`src/rtl/eight_to_three_pkg.sv`:
```
// Shared definitions for the 8-to-3 priority encoder and its 16-line cascade.
// Contents: FSM state encoding, line/code widths, and a one-hot helper used
// to build the clear mask for the serviced pending bit.
package eight_to_three_pkg;

    localparam int unsigned NLINES = 8;
    localparam int unsigned CODEW  = 3;

    typedef enum logic {
        ST_IDLE    = 1'b0,
        ST_PRESENT = 1'b1
    } state_e;

    function automatic logic [NLINES-1:0] onehot(input logic [CODEW-1:0] idx);
        logic [NLINES-1:0] v;
        v      = '0;
        v[idx] = 1'b1;
        return v;
    endfunction

endpackage

```
`src/rtl/eight_to_three_encoder_prio8.sv`:
```
// prio8: combinational 8-bit priority function.
// Ports:
//   P          in  8  pending bits, active-high
//   HIGH_FIRST in  1  1 = highest set index wins, 0 = lowest set index wins
//   idx        out 3  index of the winning bit (0 when P is empty)
module prio8
    import eight_to_three_pkg::*;
(
    input  logic [NLINES-1:0] P,
    input  logic              HIGH_FIRST,
    output logic [CODEW-1:0]  idx
);

    // Both scans run upward through their priority order so the last hit
    // (the highest-priority set bit) is the one that sticks.
    always_comb begin
        idx = '0;
        if (HIGH_FIRST) begin
            for (int unsigned i = 0; i < NLINES; i++) begin
                if (P[i]) idx = CODEW'(i);
            end
        end else begin
            for (int unsigned i = 0; i < NLINES; i++) begin
                if (P[NLINES-1-i]) idx = CODEW'(NLINES-1-i);
            end
        end
    end

endmodule

```
`src/rtl/eight_to_three_encoder.sv`:
```
// eight_to_three_encoder: sequential 74148-style 8-to-3 priority encoder.
// Active-low request strobes are captured into a pending register. The
// highest-priority pending line is presented on A with a VALID/ACK
// handshake, and the serviced bit is cleared on ACK.
// Ports:
//   CLK   in  1  system clock, rising edge
//   RSTN  in  1  synchronous active-low reset
//   IN    in  8  request lines, active-low
//   EIN   in  1  enable, active-low; 1 blocks captures and new grants
//   A     out 3  granted index
//   VALID out 1  A holds a grant awaiting ACK
//   ACK   in  1  consumer accepts the grant (only while VALID=1)
//   GSN   out 1  group select, active-low (~VALID)
//   EON   out 1  enable output, active-low; 0 when enabled, empty and idle
module eight_to_three_encoder
    import eight_to_three_pkg::*;
#(
    parameter logic HIGH_FIRST = 1'b1
) (
    input  logic       CLK,
    input  logic       RSTN,
    input  logic [7:0] IN,
    input  logic       EIN,
    output logic [2:0] A,
    output logic       VALID,
    input  logic       ACK,
    output logic       GSN,
    output logic       EON
);

    state_e            state_q, state_d;
    logic [NLINES-1:0] p_q, p_d;
    logic [CODEW-1:0]  a_q, a_d;
    logic              valid_q, valid_d;

    logic [CODEW-1:0]  prio_idx;
    logic [NLINES-1:0] clr;
    logic              ack_acc;

    prio8 u_prio8 (
        .P          (p_q),
        .HIGH_FIRST (HIGH_FIRST),
        .idx        (prio_idx)
    );

    always_comb begin
        ack_acc = (state_q == ST_PRESENT) && ACK;
        clr     = ack_acc ? onehot(a_q) : '0;

        // Clear first, then OR in new requests so a request on the bit
        // being serviced re-arms it. Clearing still happens with EIN=1
        // because a grant in flight must complete.
        p_d = p_q & ~clr;
        if (!EIN) p_d = p_d | ~IN;

        state_d = state_q;
        a_d     = a_q;
        valid_d = valid_q;

        if (state_q == ST_IDLE) begin
            // Grant decision uses registered P, never this cycle's capture.
            if (!EIN && (p_q != '0)) begin
                a_d     = prio_idx;
                valid_d = 1'b1;
                state_d = ST_PRESENT;
            end
        end else begin
            if (ACK) begin
                valid_d = 1'b0;
                state_d = ST_IDLE;
            end
        end
    end

    always_ff @(posedge CLK) begin
        if (!RSTN) begin
            state_q <= ST_IDLE;
            p_q     <= '0;
            a_q     <= '0;
            valid_q <= 1'b0;
        end else begin
            state_q <= state_d;
            p_q     <= p_d;
            a_q     <= a_d;
            valid_q <= valid_d;
        end
    end

    assign A     = a_q;
    assign VALID = valid_q;
    assign GSN   = ~valid_q;
    // RSTN keeps EON deasserted while reset is held, so a cascaded
    // neighbour does not see this stage as an empty, enabled encoder.
    assign EON   = ~(RSTN && !EIN && (p_q == '0) && (state_q == ST_IDLE));

endmodule

```
`config.mk`:
```
export PLATFORM = sky130hd
export DESIGN_NAME = eight_to_three_encoder
export DESIGN_NICKNAME = d
export VERILOG_FILES = /design/src/rtl/eight_to_three_pkg.sv /design/src/rtl/eight_to_three_encoder_prio8.sv /design/src/rtl/eight_to_three_encoder.sv
export SDC_FILE = /design/constraint.sdc
export NUM_CORES = 1
export LEC_CHECK = 0
export CAP_MARGIN = 20
export CORE_MARGIN = 2
export CORE_UTILIZATION = 30
export CTS_BUF_LIST = sky130_fd_sc_hd__clkbuf_2 sky130_fd_sc_hd__clkbuf_4 sky130_fd_sc_hd__clkbuf_8
export DETAILED_ROUTE_END_ITERATION = 10
export MAX_ROUTING_LAYER = met4
export PLACE_DENSITY = 0.65
export RECOVER_POWER = 50
export SLEW_MARGIN = 20
export SYNTH_ARGS = -nofsm -noshare
export SYNTH_HDL_FRONTEND = slang
export SYNTH_HIERARCHICAL = 1
export SYNTH_SLANG_ARGS = --single-unit
```
`constraint.sdc`:
```
create_clock -name CLK -period 2.1 [get_ports CLK]
set_clock_uncertainty 0.1 [all_clocks]
set_input_delay 0.63 -clock CLK [delete_from_list [all_inputs] [get_ports CLK]]
set_output_delay 0.63 -clock CLK [all_outputs]
set_load 0.02 [all_outputs]
```
==> reports/results.ini, run 1 <==
[floorplanning]
die_area_um2 = 2810
start_util_pct = 32.3
die_h_um = 53.0
fp-row-count = 17
die_x_um = 53.0
io_pins = 18
fp.coreArea_um2 = 2230

[critical_path]
critPathRequiredTime_ns = 1.37
critPathLaunchType = flop
r2r_setup_slack_ns = 0.38
cp.buffers_inverters = 1
critPathTopFamily = buffers and inverters
path_class = flop to output port
crit_slowest_cell = clkdlybuf4s50_1
worstPathMaxFanout = 4
reg2regPathDepth = 4
worstPathArrival_ns = 1.27
max_stage_delay_ns = 0.63
endpoint_kind = output port
crit_chain = clkdlybuf4s50_1
path_depth = 1

[synth]
synth-compound-area-share_pct = 27.8
synth-edff-count = 0
async_flop_share_pct = 0
yosys.area_share.simple_pct = 30.2
synthAdderAreaFrac_pct = 0
synth_flop_cell = dfxtp_1
yosysTopAreaCell = dfxtp_1
synth_top_cell_area_share_pct = 36.1
ys_warn_count = 6
netlist_top_cells_count = dfxtp_1, o21ai_0, nor2_1
netlist_instances = 85
synthMuxAreaShare_pct = 4.17
ys_top_cells_by_area = dfxtp_1, o21ai_0, a21boi_0
synth_cell_type_count = 25
ys_seq_area_share_pct = 36.1
synth-seq-cells = 13
yosysMostFrequentCell = dfxtp_1
synth_area_per_cell_um2 = 8.48
synthXorXnorAreaFrac_pct = 0
synth_top_family_by_area = simple AND/OR/NAND/NOR gates
syn_area_um2 = 721

[final_layout]
final_core_util_pct = 46.9
fillers = 223
layout.cells.non_filler = 151
diodes = 0
nets = 136
design_area_um2 = 1050
syn2layout_area_growth_pct = 45.5
drive_gt1_share_pct = 20.3

[worst_hold_path]
hold_depth = 2
holdCritPathClass = flop to flop

[clock_tree]
clkSlewWorstSetupHoldPaths_ns = 0.08
cts.sinks = 13
cts_buffer_depth = 2
cts.htree.levels = 1
cts_tree = built
cts_buffers = 3
clk_latency_ns = 0.28
cts_hold_buf = 0
clock-root-buffer = clkbuf_4

[global_route]
grt_pass1_wl_um = 3190
grt_util_all_layers_pct = 16.2
grt_max_degree = 17
overflow = 0
grt_pass1_vias = 728
antenna_found_initial = 0

[power]
ir_drop_mv = 0.355
finalPower_w = 0.000639
p_leak_nw = 0.425
powerDensity_nw_per_um2 = 609

[place]
placed_area_um2 = 1030
dp_cells = 147
io_buffers = 17
place.gp.congestion = 0.861
dpl.hpwl_um = 1430

[sta]
finalCritPeriodShare_pct = 95.4
holdWs_ns = 0.395
hold_violations = 0
slew_violations = 0
rsz0062_at_grt = no
tightest_slew_ns = 0.816
min_period_ns = 2.00
setup_viol = 0
relSlewSlack_pct = 45.1
max_freq_mhz = 499

[detailed_routing]
first_pass_iters = 4
wl_per_cell_um = 12.4
antenna_left = 0
vias = 732
drc = 0
dr.first_iter.drc_count = 20
viasPerCell = 4.85
wl_um = 1870

[run_status]
status = finished, final reports clean

[job]
max-cap-violations = 0

==> cell usage in the layout (no fill, tap or decap), types with 4 or more instances in the layout <==
cell / n
dfxtp_1: 13
buf_4: 12
o21ai_0: 11
clkdlybuf4s50_1: 11
nor2_1: 9
a21boi_0: 7
nand2_1: 7
conb_1: 7
or2_2: 6
o21a_1: 4
clkbuf_4: 4
dlygate4sd2_1: 4
==> final cells by class <==
class | instances | area [um2] | share of cell area [%]
clock buffer | 4 | 30.0 | 2.86
inverter | 1 | 3.75 | 0.358
multi-input combinational | 76 | 470 | 44.9
sequential | 13 | 260 | 24.8
tap | 28 | 35.0 | 3.34
timing repair buffer | 29 | 249 | 23.7
==> through the flow <==
stage	TNS, ns	worst slack (ns)
floorplan	0	0.360
global placement	-0.478	-0.478
detailed placement	-0.474	-0.474
CTS	0	0.0774
global route	0	0.0172
finish	0	0.0958
==> repair_timing <==
| item | in CTS | in global routing |
|---|---|---|
| hold endpoints to repair | 0 | 0 |
| setup buffers | 0 | 0 |
| resized for setup | 9 | 0 |
| setup endpoints to repair | 3 | 0 |
==> report_power, final <==
| group | total, W | leakage, nW | internal [W] | switching [W] |
|---|---|---|---|---|
| Clock | 0.000171 | 0.0184 | 0.0000866 | 0.0000846 |
| Combinational | 0.000176 | 0.299 | 0.0000970 | 0.0000793 |
| Sequential | 0.000292 | 0.108 | 0.000267 | 0.0000246 |
==> cell families after synthesis <==
group	after synthesis
compound gates	30
buf+inv	2
flops	13
mux	3
other cells	1
simple gates	36
==> layer usage <==
metal	vias to the layer above	GRT usage (%)	share of wire, %
met1	339	20.6	45
met5	-	-	0
met2	21	26.3	48
met4	0	6.41	1.0
met3	2	1.69	6.1
li1	370	-	-
==> state kept, by name, indices dropped and copies added (netlist names) <==
signal,flops
A,3
VALID,1
p_q,8
state_q,1
==> final timing paths <==
kind              endpoint   start
hold / removal        A[0]    A[0]
setup reg to reg      A[0]  p_q[7]
setup / recovery      A[0]    A[0]
hold reg to reg       A[0]    A[0]
No activity file was read; power rests on OpenSTA's default activity.
==> run 2, diff against run 1 <==
- CELL_PAD_IN_SITES_DETAIL_PLACEMENT: unset -> 0
- CELL_PAD_IN_SITES_GLOBAL_PLACEMENT: unset -> 1
- PLACE_DENSITY: 0.65 -> 0.8
==> run 2 against run 1 <==
  * Wire length down 3.0%
  * Sequential power fell by 2%
  * Critical path type unchanged
  * Clock power about the same
  * Worst hold slack better by 0.0018 ns
  * Largest cell class unchanged
  * Clock-buffer cell count stayed put
  * Non-clock buffer count is 1 higher
  * Worst setup slack barely moved
  * Global-route usage shrank 0.41 points
==> reports/results.ini, run 2 (synthesis results as in run 1) <==
[detailed_routing]
dr.first_iter.drc_count = 15  ; -25%
drc = 0  ; unchanged
viasPerCell = 4.88  ; +0.56%
vias = 741  ; +1.2%
first_pass_iters = 4  ; unchanged
wl_um = 1820  ; -3.0%
antenna_left = 0  ; unchanged
wl_per_cell_um = 11.9  ; -3.6%

[critical_path]
critPathLaunchType = flop
crit_slowest_cell = clkdlybuf4s50_1
crit_chain = clkdlybuf4s50_1
worstPathMaxFanout = 4  ; unchanged
cp.buffers_inverters = 1  ; unchanged
critPathTopFamily = buffers and inverters
endpoint_kind = output port
r2r_setup_slack_ns = 0.60  ; +0.22 ns
timing.rr.start = p_q[7]
critPathRequiredTime_ns = 1.37  ; about the same
rr_endpoint = A[2]
worstPathArrival_ns = 1.27  ; about the same
path_class = flop to output port
max_stage_delay_ns = 0.62  ; about the same
reg2regPathDepth = 4  ; unchanged

[floorplanning]
die_x_um = 53.0  ; unchanged
die_h_um = 53.0  ; unchanged
fp-row-count = 17  ; unchanged
die_area_um2 = 2810  ; unchanged
start_util_pct = 32.3  ; unchanged
fp.coreArea_um2 = 2230  ; unchanged
io_pins = 18  ; unchanged

[power]
ir_drop_mv = 0.350  ; -1.6%
p_leak_nw = 0.429  ; +1.0%
powerDensity_nw_per_um2 = 610  ; +0.15%

[global_route]
grt_util_all_layers_pct = 15.8  ; -0.41 points
met2_usage_pct = 25.6  ; -0.63 points
grt_pass1_wl_um = 3150  ; -1.3%
grt_max_degree = 17  ; unchanged
antenna_found_initial = 0  ; unchanged
use_met1_pct = 19.8  ; -0.83 points
overflow = 0  ; unchanged
grt_pass1_vias = 734  ; +0.82%
grt-busiest-layer = met2
use_met3_pct = 2.82  ; +1.1 points

[clock_tree]
cts_buffer_depth = 2  ; unchanged
cts_tree = built
clk_latency_ns = 0.28  ; about the same
cts_buffers = 3  ; unchanged
cts_hold_buf = 0  ; unchanged
clock-root-buffer = clkbuf_4
cts.htree.levels = 1  ; unchanged
cts.sinks = 13  ; unchanged
clkSlewWorstSetupHoldPaths_ns = 0.08  ; about the same

[worst_hold_path]
min_to = A[0]
hold_depth = 2  ; unchanged
holdCritPathClass = flop to flop
hold_start = A[0]

[place]
placed_area_um2 = 1040  ; +0.73%
io_buffers = 17  ; unchanged
place.gp.congestion = 0.812  ; -5.7%
dpl.hpwl_um = 1440  ; +0.25%

[sta]
fin_tns_setup_ns = 0  ; unchanged
slew_violations = 0  ; unchanged
tightest_slew_ns = 0.590  ; -0.227 ns
setup_viol = 0  ; unchanged
hold_violations = 0  ; unchanged
rsz0062_at_grt = no
finalCritPeriodShare_pct = 95.5  ; about the same
min_period_ns = 2.00  ; +0.000397 ns
relSlewSlack_pct = 60.6  ; +16 points
max_freq_mhz = 499  ; about the same

[final_layout]
most-common-layout-cells = dfxtp_1, clkdlybuf4s50_1, buf_4, o21ai_0, nor2_1
largest_reg_flops = 8  ; unchanged
syn2layout_area_growth_pct = 47.9
fillers = 234  ; +4.9%
top_register = p_q
drive_gt1_share_pct = 21.8  ; +1.4 points
diodes = 0  ; unchanged
design_area_um2 = 1070  ; +1.7%
nets = 137  ; +0.74%

[run_status]
status = finished, final reports clean

[job]
max-cap-violations = 0  ; unchanged

==> run 2: cell count changes in the layout (fill, tap and decap cells not counted) <==
cell             delta
buf_6               +1
clkdlybuf4s50_1     +2
a21boi_0            -1
a21boi_1            +1
buf_4               +1
dlygate4sd2_1       -2
clkbuf_1            -1
==> run 2: repair_timing <==
item                                    CTS  global route
setup buffers                             0             0
endpoints found under the setup margin    1             0
gates resized for setup                   8             0
==> run 2: cell type report <==
| cell class | count | area, um2 | area share, % |
|---|---|---|---|
| Clock buffer | 4 | 30.0 | 2.82 |
| Timing Repair Buffer | 30 | 267 | 25.0 |
| Inverter | 1 | 3.75 | 0.352 |
| Multi-Input combinational cell | 76 | 470 | 44.1 |
| Tap cell | 28 | 35.0 | 3.29 |
| Sequential cell | 13 | 260 | 24.4 |
==> run 2: worst max path at each step <==
| stage | from | endpoint | slack (ns) | depth (start not counted) |
|---|---|---|---|---|
| 3_3_place_gp | EIN | EON | -0.49 | 4 |
| 5_1_grt | p_q[6] | EON | 0.03 | 3 |
| 3_5_place_dp | EIN | EON | -0.49 | 4 |
| 2_1_floorplan | RSTN | EON | 0.36 | 2 |
| 4_1_cts | A[0] | A[0] | 0.08 | 1 |
| 6_report | A[0] | A[0] | 0.1 | 1 |
==> run 2: worst min-delay path: stages, from the launching register on <==
cell	delay [ns]
dfxtp_1	0.34
nand2_1	0.06
mux2i_1	0.05
==> run 2: power breakdown <==
part | internal (W) | total, W | switching (W) | leakage (nW)
combinational | 0.000107 | 0.000193 | 0.0000860 | 0.303
clock | 0.0000868 | 0.000172 | 0.0000849 | 0.0184
sequential | 0.000267 | 0.000286 | 0.0000190 | 0.108
total | 0.000461 | 0.000651 | 0.000190 | 0.429
==> run 2: per-stage QoR <==
step           power [W]  utilization [%]  std cells  hold slack [ns]  setup WS, ns
2_1_floorplan   0.000391                -         91            0.419         0.360
3_3_place_gp    0.000484             46.6        148            0.372        -0.493
3_5_place_dp    0.000488             46.6        148            0.391        -0.492
4_1_cts         0.000659             47.9        152            0.405        0.0809
5_1_grt         0.000692             47.7        152            0.448        0.0273
6_report        0.000651             47.7        152            0.397        0.0954
==> run 2: layer usage <==
| metal | share of wire, % | wire length, um |
|---|---|---|
| met2 | 47 | 845 |
| met5 | 0 | 0 |
| met1 | 48 | 869 |
| met4 | 1.0 | 19 |
| met3 | 4.5 | 82 |
